File: config.mk
export PLATFORM = sky130hd
export DESIGN_NAME = regfile_write_arbiter
export DESIGN_NICKNAME = d
export VERILOG_FILES = /design/src/rtl/regfile_write_arbiter_pkg.sv /design/src/rtl/dec5to32.sv /design/src/rtl/regfile_write_arbiter_rr_arbiter.sv /design/src/rtl/regfile_write_arbiter.sv
export SDC_FILE = /design/constraint.sdc
export NUM_CORES = 1
export LEC_CHECK = 0
export BUFFER_PORTS_ARGS = -buffer_cell sky130_fd_sc_hd__buf_4
export CAP_MARGIN = 20
export CORE_AREA = 2 2 99 120
export DETAILED_ROUTE_END_ITERATION = 7
export DIE_AREA = 0 0 101 122
export GPL_TIMING_DRIVEN = 1
export SYNTH_ARGS = -nofsm -noshare
export SYNTH_HDL_FRONTEND = slang
export SYNTH_HIERARCHICAL = 1
export SYNTH_SLANG_ARGS = --single-unit
File: constraint.sdc
create_clock -name clock -period 9.1 [get_ports clock]
set_input_delay 0.455 -clock clock [delete_from_list [all_inputs] [get_ports clock]]
set_output_delay 0.455 -clock clock [all_outputs]
set_load 0.02 [all_outputs]
File: src/rtl/regfile_write_arbiter_pkg.sv
// rtl/regfile_write_arbiter_pkg.sv - shared widths and constants for the writeback arbiter
package regfile_write_arbiter_pkg;

  localparam int REG_ADDR_W = 5;
  localparam int DATA_W     = 32;
  localparam int NUM_REGS   = 32;

  localparam logic [REG_ADDR_W-1:0] ZERO_REG = '0;

endpackage

File: src/rtl/dec5to32.sv
// rtl/dec5to32.sv - 5-to-32 one-hot decoder with enable
module dec5to32
  import regfile_write_arbiter_pkg::*;
(
  input  logic [REG_ADDR_W-1:0] addr_i,
  input  logic                  en_i,
  output logic [NUM_REGS-1:0]   onehot_o
);

  always_comb begin
    onehot_o = '0;
    if (en_i) begin
      onehot_o[addr_i] = 1'b1;
    end
  end

endmodule

File: src/rtl/regfile_write_arbiter_rr_arbiter.sv
// rtl/regfile_write_arbiter_rr_arbiter.sv - combinational round-robin pick starting at ptr_i
module regfile_write_arbiter_rr_arbiter #(
  parameter int N     = 3,
  parameter int IDX_W = 2
) (
  input  logic [N-1:0]     req_i,
  input  logic [IDX_W-1:0] ptr_i,
  output logic [N-1:0]     gnt_o,
  output logic [IDX_W-1:0] idx_o
);

  int               cand;
  logic [IDX_W-1:0] cidx;
  logic             found;

  always_comb begin
    gnt_o = '0;
    idx_o = '0;
    found = 1'b0;
    cand  = 0;
    cidx  = '0;
    for (int k = 0; k < N; k++) begin
      cand = int'(ptr_i) + k;
      if (cand >= N) begin
        cand = cand - N;
      end
      cidx = IDX_W'(cand);
      if (!found && req_i[cidx]) begin
        found       = 1'b1;
        gnt_o[cidx] = 1'b1;
        idx_o       = cidx;
      end
    end
  end

endmodule

File: src/rtl/regfile_write_arbiter.sv
// rtl/regfile_write_arbiter.sv - round-robin share of the register-file write port with pending-write mask
module regfile_write_arbiter
  import regfile_write_arbiter_pkg::*;
#(
  parameter int NUM_REQ       = 3,
  parameter bit ZERO_REG_DROP = 1'b1
) (
  input  logic                          clock,
  input  logic                          ctrl_reset_n,
  input  logic [NUM_REQ-1:0]            req_valid,
  input  logic [REG_ADDR_W*NUM_REQ-1:0] req_reg,
  input  logic [DATA_W*NUM_REQ-1:0]     req_data,
  output logic [NUM_REQ-1:0]            req_ready,
  output logic                          ctrl_writeEnable,
  output logic [REG_ADDR_W-1:0]         ctrl_writeReg,
  output logic [DATA_W-1:0]             data_writeReg,
  output logic [NUM_REGS-1:0]           pend_mask
);

  localparam int PTR_W = $clog2(NUM_REQ);

  logic [PTR_W-1:0]      rr_ptr_q, rr_ptr_d;
  logic                  we_q, we_d;
  logic [REG_ADDR_W-1:0] wreg_q, wreg_d;
  logic [DATA_W-1:0]     wdata_q, wdata_d;

  logic [NUM_REQ-1:0]    gnt;
  logic [PTR_W-1:0]      gnt_idx;
  logic [REG_ADDR_W-1:0] sel_reg;
  logic [DATA_W-1:0]     sel_data;
  logic                  accept;
  logic                  drop;

  regfile_write_arbiter_rr_arbiter #(
    .N     (NUM_REQ),
    .IDX_W (PTR_W)
  ) u_rr_arbiter (
    .req_i (req_valid),
    .ptr_i (rr_ptr_q),
    .gnt_o (gnt),
    .idx_o (gnt_idx)
  );

  assign sel_reg   = req_reg[REG_ADDR_W*int'(gnt_idx) +: REG_ADDR_W];
  assign sel_data  = req_data[DATA_W*int'(gnt_idx) +: DATA_W];
  assign accept    = |gnt;
  assign drop      = ZERO_REG_DROP && (sel_reg == ZERO_REG);
  assign req_ready = ctrl_reset_n ? gnt : '0;

  // Dropped register-0 writes still advance the pointer but leave address/data untouched.
  always_comb begin
    rr_ptr_d = rr_ptr_q;
    we_d     = 1'b0;
    wreg_d   = wreg_q;
    wdata_d  = wdata_q;
    if (accept) begin
      rr_ptr_d = (gnt_idx == PTR_W'(NUM_REQ - 1)) ? '0 : gnt_idx + PTR_W'(1);
      if (!drop) begin
        we_d    = 1'b1;
        wreg_d  = sel_reg;
        wdata_d = sel_data;
      end
    end
  end

  always_ff @(posedge clock or negedge ctrl_reset_n) begin
    if (!ctrl_reset_n) begin
      rr_ptr_q <= '0;
      we_q     <= 1'b0;
      wreg_q   <= '0;
      wdata_q  <= '0;
    end else begin
      rr_ptr_q <= rr_ptr_d;
      we_q     <= we_d;
      wreg_q   <= wreg_d;
      wdata_q  <= wdata_d;
    end
  end

  assign ctrl_writeEnable = we_q;
  assign ctrl_writeReg    = wreg_q;
  assign data_writeReg    = wdata_q;

  logic [NUM_REGS-1:0] dec_oh [NUM_REQ+1];

  for (genvar i = 0; i < NUM_REQ; i++) begin : g_req_dec
    dec5to32 u_dec (
      .addr_i   (req_reg[REG_ADDR_W*i +: REG_ADDR_W]),
      .en_i     (req_valid[i]),
      .onehot_o (dec_oh[i])
    );
  end

  dec5to32 u_dec_out (
    .addr_i   (wreg_q),
    .en_i     (we_q),
    .onehot_o (dec_oh[NUM_REQ])
  );

  always_comb begin
    pend_mask = '0;
    for (int i = 0; i <= NUM_REQ; i++) begin
      pend_mask = pend_mask | dec_oh[i];
    end
    if (ZERO_REG_DROP) begin
      pend_mask[ZERO_REG] = 1'b0;
    end
  end

endmodule

# Word-level counts from Yosys, hierarchy flattened
# Cells that the tools add are included.
# op_classes
add_sub_neg	6
n_mul	1
order_cmp	17
n_eq_ne	1
n_shift	2
muxes	39
n_bitwise	6
n_reduce_logical	14
# ops
op	count
$mux W32	4
$or A32 B32 Y32	3
$shiftx A96 B8 Y32	1
$lt A5 B6 Y1 const B	4
$demux W1 S5	4
$ge A5 B1 Y1 const B	4
$shiftx A15 B6 Y5	1
$mux W1	14
$mux W2	7
$mux W3	4
$logic_and A1 B1 Y1	9
$lt A2 B3 Y1 const B	3
$bmux W1 S2	3
$demux W1 S2	3
$ge A2 B1 Y1 const B	3
$ge A3 B2 Y1 const B	2
$or A3 B3 Y3	2
$logic_not A5 Y1	1
$mul A3 B2 Y5 const A	1
$sub A2 B1 Y2 const B	2
$add A2 B1 Y3 const B	1
$add A2 B2 Y3 const B	1
$reduce_or A3 Y1	1
$add A2 B1 Y2 const B	1
other kinds (6)	7
# totals
register_bits	40
in_bits	116
out_inout_bits	73
word_cells	90

# Longest topological paths before layout
# Gate-level depths: netlist of run 1.
# depth
ltp_word	16
mapped_depth	14
mapped_depth_nobuf	11

# Modules after synthesis
# The synthesis of run 1 kept the hierarchy.
# by_module_without_submodules
mod	instances	cells_each	area_each_um2	seq_area_each_um2
regfile_write_arbiter	1	243	2633.8	1001.0
dec5to32	4	47	230.2	0.0
regfile_write_arbiter_rr_arbiter	1	38	266.5	0.0

# Worst setup path after synthesis of run 1
# OpenSTA, ideal clock, no wires.
# synth_path
path_kind	register to register
from	reg rr_ptr_q[1]
to	reg wreg_q[0] (netlist: ctrl_writeReg[0])
setup_ps	125
t_arrival_ps	2911
required_time_ps	8975
slack_ps	6064
stages_incl_launch_ff	15
n_path_buf	3
period_less_slack_ps	3036
path_cell_list	dfrtp_1 > inv_1 > ha_1 > buf_6 > mux2i_1 > o22ai_1 > a311oi_1 > a21oi_1 > buf_6 > mux2i_1 > o2bb2ai_1 > nor4_2 > a21oi_4 > buf_6 > mux2_4
# synth_via
elab_chain_cells	16
elab_cells_between_ends	52
cone_classes	add/sub (5); mul (1); order compare (9); shift (1); mux (23); bitwise (3); reduce/logical (10)
# synth_lines
element	line	text
from (decl)	regfile_write_arbiter.sv:22	logic [PTR_W-1:0] rr_ptr_q, rr_ptr_d;
from (signal assigned)	regfile_write_arbiter.sv:73	rr_ptr_q <= rr_ptr_d;
parallel branches: the longest is 10 deep, another holds $add A2 B1 Y3	-	
$mux W2 (*)	regfile_write_arbiter_rr_arbiter.sv:28	if (!found && req_i[cidx]) begin
via gnt_idx[1]	regfile_write_arbiter.sv:28	logic [PTR_W-1:0] gnt_idx;
$mul A3 B2 Y5 (*)	regfile_write_arbiter.sv:44	assign sel_reg = req_reg[REG_ADDR_W*int'(gnt_idx) +: REG_ADDR_W];
$shiftx A15 B6 Y5 (*)	regfile_write_arbiter.sv:44	
$logic_not A5 Y1	regfile_write_arbiter.sv:47	assign drop = ZERO_REG_DROP && (sel_reg == ZERO_REG);
$not A1 Y1 (no source line)	-	
$reduce_and A2 Y1 (no source line)	-	
to (signal assigned)	regfile_write_arbiter.sv:75	wreg_q <= wreg_d;
to (decl)	regfile_write_arbiter.sv:24	logic [REG_ADDR_W-1:0] wreg_q, wreg_d;
# Mark *: on every way through the listed nets, which the timed path passes. The select of a mux whose other input is x is not followed.
# A chain may end at the register's enable or synchronous reset.

# Worst setup path after layout of run 1
# layout_path
from	reg rr_ptr_q[1]
to	reg wdata_q[18] (netlist: data_writeReg[18])
# layout_via
elab_chain_cells	16
elab_cells_between_ends	53
cone_classes	add/sub (5); mul (1); order compare (9); shift (2); mux (23); bitwise (3); reduce/logical (10)
# layout_lines
element	line	text
parallel branches: the longest is 10 deep, another holds $add A2 B1 Y3	-	
$mux W2 (*)	regfile_write_arbiter_rr_arbiter.sv:28	
via gnt_idx[0]	regfile_write_arbiter.sv:28	
$mul A3 B2 Y5	regfile_write_arbiter.sv:44	
$shiftx A15 B6 Y5	regfile_write_arbiter.sv:44	
$logic_not A5 Y1	regfile_write_arbiter.sv:47	
$not A1 Y1 (no source line)	-	
$reduce_and A2 Y1 (no source line)	-	
to (signal assigned)	regfile_write_arbiter.sv:76	wdata_q <= wdata_d;
to (decl)	regfile_write_arbiter.sv:25	logic [DATA_W-1:0] wdata_q, wdata_d;
# Marks and branches as above.

==> flow_metrics.tcl, run 1 <==
set metrics [dict create \
    outcome "finished, final reports clean" \
    clk_pin_slew_ns 0.06 \
    max_stage_delay_ns 0.62 \
    drc 0 \
    syn_nets 585 \
    wl_um 13800 \
    nets 755 \
    io_buffers 187 \
    start_kind "flop" \
    setup_viol 0 \
    grt_max_degree 44 \
    insertion_delay_ns 0.29 \
    numCtsBuffers 5 \
    p_int_mw 1.148 \
    vias_per_cell 5.411 \
    power_density_mw_per_mm2 370.8 \
    crit_chain "inv_1 -> ha_1 -> mux2i_1 -> a32o_1 -> a2bb2oi_2 -> nor2_2 -> buf_4 -> nor2b_2 -> o2bb2ai_1 -> nor4_2 -> a21oi_4 -> buf_4 -> mux2_2" \
    wl_per_cell_um 17.89 \
    ctsResizeCount 0 \
    htree_levels 2 \
    syn_to_final_growth_pct 43.39 \
    pwr-share-comb_pct 71.6 \
    power.total_mw 2.024 \
    post_cts_buffers 0 \
    avgSynthCellArea_um2 8.185 \
    crit_path_end_kind "flop" \
    worstMarginPinSlew_ns 0.7302 \
    detailed_place_hpwl_um 10580 \
    ir_drop_uv 185.9 \
    slew_violations 0 \
    grt_util_all_layers_pct 22.27 \
    synthCells 465 \
    holdCritPathClass "in -> async" \
    switching_power_mw 0.8762 \
    maxSlewHeadroom_pct 51.21 \
    grt_pass1_vias 4286 \
    max_freq_mhz 226.7 \
    die_x_um 101 \
    dr_total_vias 4172 \
    drive_gt1_share_pct 38.84 \
    synthesis.area_mm2 0.003806 \
    die-area_mm2 0.01232 \
    core_mm2 0.01130 \
    fp.dieH_um 122 \
    fin_crit_ns 4.412 \
    hold_viol 0 \
    critical_path_class "reg -> reg" \
    cp.arrival_ns 4.58 \
    num_antenna_cells 0 \
    rows 43 \
    cts_hold_buf 0 \
    io_pins 189 \
    antenna_found_initial 0 \
    globalplace.congestion 0.8608 \
    cts_root_buf "clkbuf_16" \
    fin_skew_ns 0.006895 \
    fin_crit_sh_pct 48.48 \
    crit_required_ns 9.27 \
    rsz0062_at_grt "no" \
    path_max_fanout 39 \
    initial_core_util_pct 33.69 \
    cpMostUsedCell "buf_4" \
    critPathSlowestCell "nor2b_2" \
    synth_warnings 6 \
    p_sw_share_pct 43.29 \
    grt_pass1_wl_um 21570 \
    drtAntennaViolNets 0 \
    dr.first_iter.drc_count 289 \
    setup_tns_ns 0 \
    p_leak_nw 2.646 \
    clock-sinks 40 \
    cts_tree "yes" \
    overflow 0 \
    max_cap_violations 0 \
    p_seq_share_pct 18.2 \
    clock_path_buffers 2 \
    clkPwrFrac_pct 10.3 \
    first_pass_iters 5 \
]
[worst paths after layout]
kind                                                   start                       endpoint  slack, ns  cells after the start
worst max register to register       rr_ptr_q[1]$_DFFE_PN0P_  data_writeReg[18]$_DFFE_PN0P_       4.69                     13
min in group clock                              req_data[37]   data_writeReg[5]$_DFFE_PN0P_       0.50                      4
worst min-delay path                            ctrl_reset_n  data_writeReg[18]$_DFFE_PN0P_       0.14                      1
worst min register to register  data_writeReg[8]$_DFFE_PN0P_   data_writeReg[8]$_DFFE_PN0P_       0.52                      1
worst max-delay path                 rr_ptr_q[1]$_DFFE_PN0P_  data_writeReg[18]$_DFFE_PN0P_       4.69                     13
max in group asynchronous                       ctrl_reset_n   ctrl_writeReg[3]$_DFFE_PN0P_       8.58                      1
[per-layer routing]
metal	GRT usage (%)	wire length (um)
met5	0	0
met2	39.58	6880
met1	25.70	5436
met3	3.270	997
met4	11.40	482
[layout by cell type (no fill, tap or decap), types with 2 or more instances in the layout]
| cell | instances |
|---|---|
| a21oi_1 | 5 |
| a21oi_4 | 2 |
| and2_1 | 3 |
| buf_4 | 192 |
| clkbuf_16 | 5 |
| dfrtp_1 | 40 |
| ha_1 | 4 |
| inv_1 | 5 |
| mux2_2 | 8 |
| mux2_4 | 29 |
| mux2i_1 | 39 |
| nand2_1 | 40 |
| nand2b_1 | 8 |
| nand4_1 | 4 |
| nand4b_1 | 12 |
| nand4bb_1 | 13 |
| nor2_1 | 126 |
| nor3_1 | 2 |
| o21ai_0 | 35 |
| o22ai_1 | 2 |
| o2bb2ai_1 | 4 |
| or2_1 | 2 |
| or2_2 | 4 |
| or4_1 | 31 |
| or4b_1 | 4 |
[state kept, by name, summed over array words and instances (netlist names)]
signal and cells:
rr_ptr_q 2, ctrl_writeEnable 1, ctrl_writeReg 5, data_writeReg 32
[final cells by class]
class	instances	area [um^2]
inverter	5	18.77
sequential	40	1001
tap	135	168.9
clock inverter	2	38.79
multi-input combinational	391	2650
fill	1080	5841
clock buffer	6	138.9
timing repair buffer	192	1441
[metrics by stage]
step                hold WS [ns]  instance area [um^2]  instances  util (%)  setup WS [ns]
finish                    0.1407                  5458        771     48.31          4.688
global route              0.1918                  5458        771     48.31          4.309
CTS                       0.1711                  5458        771     48.31          4.640
global placement          0.4677                  5280        763     46.73          4.853
detailed placement        0.4769                  5280        763     46.73          4.643
floorplan                 0.1594                  3806        465         -          6.064
[power by group through the flow]
stage / logic (mW) / registers, mW / clock network (mW)
floorplan: 0.989 / 0.449 / 0
global placement: 1.43 / 0.366 / 0
detailed placement: 1.47 / 0.366 / 0
CTS: 1.46 / 0.368 / 0.213
global route: 1.56 / 0.379 / 0.219
finish: 1.45 / 0.368 / 0.208
[critical path: cells and delay by family, from the launching register on]
family,cells,cell delay [ns]
compound gates,4,1.15
fa+ha+maj,1,0.35
buf+inv,3,0.85
flops,1,0.40
mux,2,0.70
simple gates,3,0.83
Power figures use the tool's default switching activity.
==> inputs of run 2 (changes only) <==
clock period = 4.3 ns   (was 9.1 ns; I/O delays follow)
==> flow_metrics.tcl, run 2 (synthesis gave the netlist of run 1 again) <==
set metrics [dict create \
    dr.first_iter.drc_count 281 \
    max_stage_delay_ns 0.43 \
    slew_violations 0 \
    io_buffers 187 \
    grt_util_all_layers_pct 22.45 \
    fin_crit_ns 3.631 \
    first_pass_iters 5 \
    worstMarginPinSlew_ns 0.5545 \
    fp.dieH_um 122 \
    drive_gt1_share_pct 38.87 \
    cpMostUsedCell "a21oi_4" \
    pwr-share-comb_pct 72.0 \
    setup_tns_ns 0 \
    post_cts_buffers 0 \
    max_freq_mhz 275.4 \
    antenna_found_initial 0 \
    cp_top_family "compound AO/OA/AOI/OAI gates" \
    clkPwrFrac_pct 10.0 \
    crit_required_ns 4.47 \
    start_kind "flop" \
    grt_pass1_vias 4295 \
    wl_per_cell_um 17.77 \
    initial_core_util_pct 33.69 \
    max_cap_violations 0 \
    ir_drop_uv 444.5 \
    nets 757 \
    die-area_mm2 0.01232 \
    die_x_um 101 \
    p_sw_share_pct 43.29 \
    crit_path_end_kind "flop" \
    largest_reg_flops 32 \
    setup_viol 0 \
    p_seq_share_pct 18.0 \
    dr_total_vias 4209 \
    rsz0062_at_grt "no" \
    vias_per_cell 5.445 \
    htree_levels 2 \
    wl_um 13740 \
    clk_pin_slew_ns 0.06 \
    clock-sinks 40 \
    drc 0 \
    drtAntennaViolNets 0 \
    cts_tree "yes" \
    syn_to_final_growth_pct 44.02 \
    insertion_delay_ns 0.29 \
    critical_path_class "reg -> reg" \
    num_antenna_cells 0 \
    grt_pass1_wl_um 21710 \
    numCtsBuffers 5 \
    final_cell_mix "192 x buf_4, 126 x nor2_1, 40 x nand2_1, 40 x dfrtp_1, 39 x mux2i_1" \
    core_mm2 0.01130 \
    power.total_mw 4.323 \
    globalplace.congestion 0.9102 \
    fin_crit_sh_pct 84.44 \
    grt_max_degree 44 \
    maxSlewHeadroom_pct 63.04 \
    critPathSlowestCell "a311oi_1" \
    hold_viol 0 \
    io_pins 189 \
    overflow 0 \
    holdCritPathClass "in -> reg" \
    detailed_place_hpwl_um 10560 \
    p_leak_nw 2.653 \
    final_common_cell "buf_4" \
    crit_chain "inv_1 -> ha_1 -> mux2i_1 -> o22ai_1 -> a311oi_1 -> a21oi_4 -> nor2b_2 -> buf_4 -> o2bb2ai_1 -> nor4_2 -> a21oi_4 -> buf_12 -> mux2_2" \
    switching_power_mw 1.871 \
    p_int_mw 2.451 \
    clock_path_buffers 2 \
    path_max_fanout 32 \
    fin_skew_ns 0.004021 \
    path_buf_inv 3 \
    outcome "finished, final reports clean" \
    cts_root_buf "clkbuf_16" \
    cp.arrival_ns 3.80 \
    rows 43 \
    power_density_mw_per_mm2 788.6 \
]
## run 2: cell type report
class	count	area [um^2]
Sequential cell	40	1001
Timing Repair Buffer	194	1471
Fill cell	1091	5817
Clock inverter	3	46.29
Inverter	5	18.77
Tap cell	135	168.9
Multi-Input combinational cell	391	2650
Clock buffer	5	125.1
## run 2: final timing paths
path	endpoint	startpoint	slack, ns	cells past startpoint
worst max register to register	data_writeReg[16]$_DFFE_PN0P_	rr_ptr_q[1]$_DFFE_PN0P_	0.67	13
worst max-delay path	data_writeReg[16]$_DFFE_PN0P_	rr_ptr_q[1]$_DFFE_PN0P_	0.67	13
worst min-delay path	data_writeReg[18]$_DFFE_PN0P_	req_data[50]	0.26	4
min in group asynchronous	data_writeReg[22]$_DFFE_PN0P_	ctrl_reset_n	0.44	2
worst min register to register	data_writeReg[16]$_DFFE_PN0P_	data_writeReg[16]$_DFFE_PN0P_	0.51	1
max in group asynchronous	data_writeReg[13]$_DFFE_PN0P_	ctrl_reset_n	3.49	2
## run 2: power groups by stage
stage,clock network (mW),registers [mW],logic [mW]
floorplan,0,0.949,2.09
global placement,0,0.776,3.09
detailed placement,0,0.771,3.16
CTS,0.446,0.777,3.15
global route,0.465,0.812,3.35
finish,0.433,0.776,3.11
## run 2: timing repair
action,CTS,global route
hold buffers,1,0
endpoints found under the hold margin,40,0
gates resized for setup,0,0
endpoints found under the setup margin,0,0
## run 2: metrics by stage
step / setup WS, ns / hold WS [ns] / area (um^2) / std cells / utilization [%]
after floorplan: 1.264 / -0.08059 / 3806 / 465 / -
after global placement: 0.8960 / 0.2279 / 5300 / 764 / 46.91
after detailed placement: 0.7481 / 0.2398 / 5300 / 764 / 46.91
after CTS: 0.7230 / 0.2577 / 5482 / 773 / 48.52
after global routing: 0.4390 / 0.2696 / 5482 / 773 / 48.52
final: 0.6691 / 0.2639 / 5482 / 773 / 48.52
## run 2: worst register-to-register path: stages, from the launching register on
cell	delay, ns
dfrtp_1	0.41
inv_1	0.09
ha_1	0.34
mux2i_1	0.29
o22ai_1	0.20
a311oi_1	0.43
a21oi_4	0.13
nor2b_2	0.13
buf_4	0.21
o2bb2ai_1	0.20
nor4_2	0.11
a21oi_4	0.31
buf_12	0.29
mux2_2	0.37
## run 2: per-layer routing
layer / vias up / GRT usage [%] / part of all wire (%)
li1: 1997 / - / -
met4: 0 / 10.22 / 2.9
met2: 245 / 40.67 / 52
met5: - / 0 / 0
met1: 1933 / 25.50 / 37
met3: 34 / 3.787 / 8.4
==> inputs of run 3 (changes only) <==
PLACE_DENSITY = 0.65   (was unset)
clock period = 3.3 ns   (was 4.3 ns; I/O delays follow)
==> flow_metrics.tcl, run 3 (synthesis gave the netlist of run 1 again) <==
set metrics [dict create \
    outcome "finished, final reports clean" \
    dpl-instance-area_mm2 0.005338 \
    final_area_mm2 0.005672 \
    dr.first_iter.drc_count 288 \
    htree_levels 2 \
    instances_no_fill 785 \
    nets 769 \
    final_common_cell "buf_4" \
    fin_crit_ns 3.131 \
    setup_ws_ns 0.1690 \
    grt_pass1_vias 4330 \
    cp.arrival_ns 3.29 \
    slew_violations 0 \
    initial_core_util_pct 33.69 \
    globalplace.congestion 0.9248 \
    setup_viol 0 \
    critical_path_class "reg -> reg" \
    vias_per_cell 5.535 \
    worstMarginPinSlew_ns 0.5751 \
    timing.hold.ws_ns 0.2183 \
    syn_to_final_growth_pct 49.01 \
    cts_tree "yes" \
    wl_per_cell_um 17.78 \
    drive_gt1_share_pct 40.92 \
    power.total_mw 6.114 \
    antenna_found_initial 0 \
    start_kind "flop" \
    die-area_mm2 0.01232 \
    clk_pin_slew_ns 0.06 \
    wl_um 13960 \
    maxSlewHeadroom_pct 61.36 \
    largest_reg_flops 32 \
    dp_cells 769 \
    clock_path_buffers 2 \
    power_density_mw_per_mm2 1078 \
    overflow 0 \
    dr_total_vias 4345 \
    die_x_um 101 \
    max_cap_violations 0 \
    fp.dieH_um 122 \
    fin_util_pct 50.20 \
    hold_viol 0 \
    crit_required_ns 3.46 \
    clock-sinks 40 \
    final_cell_mix "199 x buf_4, 126 x nor2_1, 40 x nand2_1, 40 x dfrtp_1, 38 x mux2i_1" \
    grt_pass1_wl_um 21540 \
    cts_root_buf "clkbuf_16" \
    crit_path_end_kind "flop" \
    detailed_place_hpwl_um 10580 \
    drc 0 \
    r2r_slack_ns 0.17 \
    dp_slack_ns -0.05180 \
    ir_drop_uv 596.9 \
    hold_depth 4 \
    grt_util_all_layers_pct 22.07 \
    num_antenna_cells 0 \
    drtAntennaViolNets 0 \
    fin_skew_ns 0.003959 \
    io_pins 189 \
    holdCritPathClass "in -> reg" \
    rsz0062_at_grt "yes" \
    path_max_fanout 7 \
    rr_worst_depth 15 \
    max_freq_mhz 319.4 \
    grt_max_degree 44 \
    core_mm2 0.01130 \
    setup_tns_ns 0 \
    fin_crit_sh_pct 94.88 \
    io_buffers 187 \
    insertion_delay_ns 0.28 \
    p_leak_nw 2.740 \
    first_pass_iters 5 \
    rows 43 \
    numCtsBuffers 5 \
]
-- run 3: repair_timing --
action	4_1_cts	5_1_grt
endpoints found under the hold margin	40	0
buffers inserted	1	4
gates resized for setup	3	7
cloned	0	2
setup endpoints to repair	32	36
pin swaps	1	3
hold buffers	1	0
-- run 3: final timing paths --
kind                                              start                       endpoint
min                                        req_data[45]  data_writeReg[13]$_DFFE_PN0P_
max                             rr_ptr_q[0]$_DFFE_PN0P_  data_writeReg[22]$_DFFE_PN0P_
min reg2reg                data_writeReg[9]$_DFFE_PN0P_   data_writeReg[9]$_DFFE_PN0P_
max reg2reg                     rr_ptr_q[0]$_DFFE_PN0P_  data_writeReg[22]$_DFFE_PN0P_
max in group asynchronous                  ctrl_reset_n  data_writeReg[14]$_DFFE_PN0P_
min in group asynchronous                  ctrl_reset_n   data_writeReg[5]$_DFFE_PN0P_
-- run 3: layer usage --
| layer | track usage [%] | routed length, um |
|---|---|---|
| met1 | 26.00 | 5264 |
| met2 | 38.00 | 6767 |
| met3 | 4.418 | 1345 |
| met4 | 10.81 | 580 |
| met5 | 0 | 0 |
-- run 3: area by class of cell --
type	instances	area, um^2
Fill cell	1048	5627
Multi-Input combinational cell	391	2700
Timing Repair Buffer	206	1612
Sequential cell	40	1001
Tap cell	135	168.9
Clock buffer	5	125.1
Clock inverter	3	46.29
Inverter	5	18.77
-- run 3: power by group --
part / internal (mW) / total, mW / switching (mW)
clock: 0.359 / 0.553 / 0.194
sequential: 0.782 / 1.02 / 0.238
combinational: 2.40 / 4.54 / 2.14
total: 3.54 / 6.11 / 2.57
-- run 3: critical path: stages, from the launching register on --
cell,delay [ns]
dfrtp_1,0.43
inv_1,0.09
ha_2,0.39
nand2_1,0.10
nor3_2,0.18
a311oi_2,0.09
a21oi_4,0.17
buf_12,0.14
mux2i_1,0.17
o2bb2ai_1,0.12
nor4_2,0.28
buf_4,0.16
a21oi_4,0.05
buf_12,0.17
clkbuf_16,0.16
mux2_4,0.29
